==> src/rtl/simon_arbiter.sv <==
// Round-robin arbiter that shares one iterative SIMON core between two requesters.
// It sequences the core's newData/done protocol and returns each result on the owner's response channel.
module simon_arbiter #(
    parameter int N = 16,
    parameter int M = 4,
    parameter int T = 32,
    parameter int W = 8
) (
    input  logic                  clk,
    input  logic                  nR,
    input  logic [1:0]            req_valid,
    output logic [1:0]            req_ready,
    input  logic [1:0][2*N-1:0]   req_plain,
    input  logic [1:0][M*N-1:0]   req_key,
    output logic [1:0]            rsp_valid,
    input  logic [1:0]            rsp_ready,
    output logic [1:0][2*N-1:0]   rsp_cipher,
    output logic                  core_newData,
    output logic [2*N-1:0]        core_plain,
    output logic [M*N-1:0]        core_key,
    input  logic                  core_done,
    input  logic [2*N-1:0]        core_cipher,
    output logic                  busy,
    output logic                  err
);

    typedef enum logic [2:0] {BOOT, IDLE, ISSUE, WAIT_LOW, WAIT_HIGH} state_t;

    // The counter is compared before it increments, so T+7 here means T+8 cycles after ISSUE.
    localparam logic [W-1:0] WD_LAST = W'(T + 7);

    state_t              state_q, state_d;
    logic                last_q, last_d;
    logic                owner_q, owner_d;
    logic                err_q, err_d;
    logic [W-1:0]        wd_q, wd_d;
    logic [1:0]          rsp_valid_q, rsp_valid_d;
    logic [1:0][2*N-1:0] rsp_cipher_q, rsp_cipher_d;
    logic [2*N-1:0]      plain_q, plain_d;
    logic [M*N-1:0]      key_q, key_d;

    logic [1:0]          elig;
    logic [1:0]          grant;
    logic                active;
    logic                timeout;
    logic                acc_id;

    // A requester still holding an unconsumed response is never eligible.
    always_comb begin
        elig  = req_valid & ~rsp_valid_q;
        grant = elig;
        if (elig == 2'b11) begin
            grant = last_q ? 2'b01 : 2'b10;
        end
    end

    assign req_ready = (state_q == IDLE) ? grant : 2'b00;
    assign active    = (state_q == ISSUE) || (state_q == WAIT_LOW) || (state_q == WAIT_HIGH);
    assign timeout   = active && (wd_q == WD_LAST);
    assign acc_id    = req_ready[1];

    always_comb begin
        state_d      = state_q;
        last_d       = last_q;
        owner_d      = owner_q;
        err_d        = err_q;
        wd_d         = wd_q;
        rsp_valid_d  = rsp_valid_q & ~rsp_ready;
        rsp_cipher_d = rsp_cipher_q;
        plain_d      = plain_q;
        key_d        = key_q;

        if (active) begin
            wd_d = wd_q + 1'b1;
        end

        if (timeout) begin
            err_d   = 1'b1;
            state_d = BOOT;
        end else begin
            case (state_q)
                BOOT: begin
                    if (core_done) begin
                        state_d = IDLE;
                    end
                end
                IDLE: begin
                    if (|(req_valid & req_ready)) begin
                        plain_d = req_plain[acc_id];
                        key_d   = req_key[acc_id];
                        owner_d = acc_id;
                        last_d  = acc_id;
                        wd_d    = '0;
                        state_d = ISSUE;
                    end
                end
                ISSUE: begin
                    state_d = WAIT_LOW;
                end
                // done still high here belongs to the previous block
                WAIT_LOW: begin
                    if (!core_done) begin
                        state_d = WAIT_HIGH;
                    end
                end
                WAIT_HIGH: begin
                    if (core_done) begin
                        rsp_cipher_d[owner_q] = core_cipher;
                        rsp_valid_d[owner_q]  = 1'b1;
                        state_d               = IDLE;
                    end
                end
                default: begin
                    state_d = BOOT;
                end
            endcase
        end
    end

    always_ff @(posedge clk) begin
        if (!nR) begin
            state_q      <= BOOT;
            last_q       <= 1'b1;
            owner_q      <= 1'b0;
            err_q        <= 1'b0;
            wd_q         <= '0;
            rsp_valid_q  <= '0;
            rsp_cipher_q <= '0;
            plain_q      <= '0;
            key_q        <= '0;
        end else begin
            state_q      <= state_d;
            last_q       <= last_d;
            owner_q      <= owner_d;
            err_q        <= err_d;
            wd_q         <= wd_d;
            rsp_valid_q  <= rsp_valid_d;
            rsp_cipher_q <= rsp_cipher_d;
            plain_q      <= plain_d;
            key_q        <= key_d;
        end
    end

    assign rsp_valid    = rsp_valid_q;
    assign rsp_cipher   = rsp_cipher_q;
    assign core_newData = (state_q == ISSUE);
    assign core_plain   = plain_q;
    assign core_key     = key_q;
    assign busy         = (state_q != IDLE);
    assign err          = err_q;

endmodule
==> config.mk <==
export PLATFORM = sky130hd
export DESIGN_NAME = simon_arbiter
export DESIGN_NICKNAME = d
export VERILOG_FILES = /design/src/rtl/simon_arbiter.sv
export SDC_FILE = /design/constraint.sdc
export NUM_CORES = 1
export LEC_CHECK = 0
export ABC_AREA = 1
export BUFFER_PORTS_ARGS = -buffer_cell sky130_fd_sc_hd__buf_4
export CORE_AREA = 5 5 153 155
export DETAILED_ROUTE_END_ITERATION = 10
export DIE_AREA = 0 0 158 160
export PLACE_DENSITY = 0.69
export SYNTH_ARGS = -nofsm -noshare
export SYNTH_HDL_FRONTEND = slang
export SYNTH_SLANG_ARGS = --single-unit
==> constraint.sdc <==
create_clock -name clk -period 1.8 [get_ports clk]
set_input_delay 0.18 -clock clk [delete_from_list [all_inputs] [get_ports clk]]
set_output_delay 0.18 -clock clk [all_outputs]
set_load 0.01 [all_outputs]
==> flow_summary.ini <==
[critical_path]
ff2ff_path_depth = 8
worstSetupPathType = flop to output port
cp_data_arrival_time_ps = 1530
startpoint_type = flop
reg2reg_slack_ps = 110
cp-endpoint = req_ready[0]
setup.worst_path.start = state_q[1]$_SDFFE_PP0P_
cp_max_fo = 5
crit_path_end_kind = output port
slowest_delay_ps = 370
cp.required_ps = 1620
r2r-start = state_q[1]$_SDFFE_PP0P_
critPathSlowestCell = dfxtp_4
rr_endpoint = core_plain[6]$_SDFFE_PN0P_
crit_chain = nor3_4 > buf_4 > buf_4 > inv_2 > nor2_2 > buf_4
crit_top_cell = buf_4

[timing]
setup_viol = 0
setup_tns_ps = 0
hold_viol = 0
slew_violations = 0
fin_ws_ps = 94.9
min_period_over_period_pct = 94.7
clock.fmax_mhz = 586
finClkSkew_ps = 15.4
period_needed_ps = 1710
worstMarginPinSlew_ps = 538
relSlewSlack_pct = 64.1
rsz0062_at_grt = no

[place]
portBuffers = 397
dp_hpwl_mm = 21.9
placed_cell_area_um2 = 11700
gp_congestion = 0.824
dp_slack_ps = 54.4

[die]
io-pin-count = 398
die_h_um = 160
core_um2 = 21700
die_x_um = 158
fp-row-count = 54
initial_core_util_pct = 39.0
die_area_um2 = 25300

[synth]
async_flop_share_pct = 0
synth.most_common_cell = nand2_1
synth_cells = 1354
ys_types = 28
synth-seq-area-share_pct = 41.7
yosys_warnings = 0
synth_edf_count = 0
syn-num-nets = 1586
synth-seq-cells = 176
yosysTopAreaCell = dfxtp_1
synth_top_area_share_pct = 41.7
netlist_area_um2 = 8450
syn_area_per_cell_um2 = 6.24
synth_area_leaders = dfxtp_1 (42%), nand2_1 (17%), nor2_1 (13%)
ys.flop_type = dfxtp_1
synth_common_cells = nand2_1 (384), nor2_1 (300), inv_1 (201)

[finish]
drive_gt1_share_pct = 28.1
design_area_um2 = 12500
filler_cell_count = 2114
seq_area_um2 = 3530
area.growth.synth_to_final_pct = 47.5
final_nets = 1960
n_antenna_cell = 0
multi_input_area_um2 = 3710

[cts]
cts_sinks = 176
cts.clk_slew.worst_paths_ps = 70
numCtsBuffers = 17
cts_buffer_depth = 2
cts_max_level = 4
insertion_delay_ps = 430
cts-root-buf = clkbuf_16
cts_tree = yes

[route]
ant_nets = 0
wl_per_cell_um = 14.8
first_pass_iters = 5
vias = 9304
vias_per_cell = 4.60
drc = 0
routed_wl_mm = 30.0
drt-initial-drc-count = 430

[hold_path]
hold_class = input port to flop

[power_and_ir_drop]
power_mw = 10.8
pwr_density_cell_nw_per_um2 = 869
leakage_nw = 6.76
ir_drop_mv = 0.647

[grt]
gr-total-overflow = 0
grt_max_degree = 101
grtUsageMet2_pct = 38.4
met1_usage_pct = 26.0
grt_busiest_layer = met2
grt_pass1_wl_mm = 45.1
grt_use_total_pct = 22.3
antenna_found_initial = 0
grt_pass1_vias = 8704
grt_util_met3_pct = 7.14

[flow_run]
drv_cap = 0

[status]
outcome = finished, final reports clean
per-stage QoR:
| step | instances | utilization [%] | hold WS [ps] |
|---|---|---|---|
| final | 2021 | 57.5 | 12.8 |
| after CTS | 2019 | 57.2 | 1.26 |
| after global routing | 2021 | 57.5 | 10.5 |
| after detailed placement | 1980 | 54.0 | 444 |
| after floorplan | 1354 | - | 343 |
| after global placement | 1980 | 54.0 | 439 |
worst min-delay path by stage:
stage | startpoint | end | cells past startpoint
floorplan | rsp_ready[0] | rsp_valid[0]$_SDFF_PN0_ | 3
global placement | err$_SDFFE_PN0P_ | err$_SDFFE_PN0P_ | 2
detailed placement | err$_SDFFE_PN0P_ | err$_SDFFE_PN0P_ | 2
CTS | core_cipher[19] | rsp_cipher[51]$_SDFFE_PN0P_ | 3
global route | core_cipher[31] | rsp_cipher[63]$_SDFFE_PN0P_ | 3
finish | core_cipher[31] | rsp_cipher[63]$_SDFFE_PN0P_ | 3
critical path: cells and delay by family, from the launching register on:
kind | cells | cell delay (ps)
flops | 1 | 370
buf+inv | 4 | 420
simple gates | 2 | 330
cell type report:
cell class	count	area share [%]
Clock buffer	19	3.63
Clock inverter	13	0.964
Inverter	215	6.57
Multi-Input combinational cell	886	29.8
Sequential cell	176	28.3
Tap cell	280	2.81
Timing Repair Buffer	432	27.9
routing by layer:
layer  part of all wire [%]  vias up
li1                       -     4795
met1                     39     4130
met2                     49      336
met3                    9.5       43
met4                    2.7        0
met5                      0        -
kinds of logic (layout without fill, tap and decap cells):
group           after synthesis  after routing  synth area share (%)
compound gates               50             50                  2.99
xor+xnor                      2              2                 0.207
fa+ha+maj                     1              1                 0.148
buf+inv                     292            679                  14.6
flops                       176            176                  41.7
simple gates                833            833                  40.4
state kept, by name, indices dropped and copies added (netlist names):
register    count
last_q          1
owner_q         1
wd_q            8
core_plain     32
state_q         3
core_key       64
rsp_cipher     64
err             1
rsp_valid       2
placed cells by master, fill, tap and decap left out:
master	synthesis	routed
clkinv_8	0	1
clkinv_4	0	3
nand3_4	2	3
nand2_2	1	1
buf_12	0	11
inv_2	13	12
nor2_1	300	298
clkinv_2	0	2
clkbuf_16	0	18
bufbuf_16	0	2
buf_16	0	1
o31ai_1	1	1
nor2_2	2	3
dfxtp_1	176	173
dfxtp_4	0	1
nor2_4	0	1
ha_1	1	1
o21ai_1	1	1
dlygate4sd3_1	0	2
inv_6	0	6
inv_1	201	199
nand2_4	1	1
o21ai_0	35	35
clkbuf_8	0	2
dfxtp_2	0	2
nor3b_1	1	1
buf_6	3	1
nor3_1	3	3
nand2_1	384	384
nand3_1	101	101
nor3_4	1	1
a21oi_1	13	13
nand4_1	36	36
xor2_1	2	2
clkinv_1	1	1
buf_4	22	414
inv_8	0	2
clkinvlp_4	0	2
power breakdown:
| part | internal [mW] | switching (mW) | total [mW] |
|---|---|---|---|
| clock | 1.90 | 1.72 | 3.61 |
| sequential | 4.23 | 0.188 | 4.42 |
| combinational | 1.31 | 1.48 | 2.79 |
| total | 7.44 | 3.38 | 10.8 |
what timing repair did:
item	CTS	global route
hold buffers	2	0
pin swaps	3	2
endpoints found under the setup margin	1	83
endpoints found under the hold margin	2	0
cloned	2	1
setup buffers	3	1
gates resized for setup	5	7
Note: power is estimated with default switching activity, not from simulation.
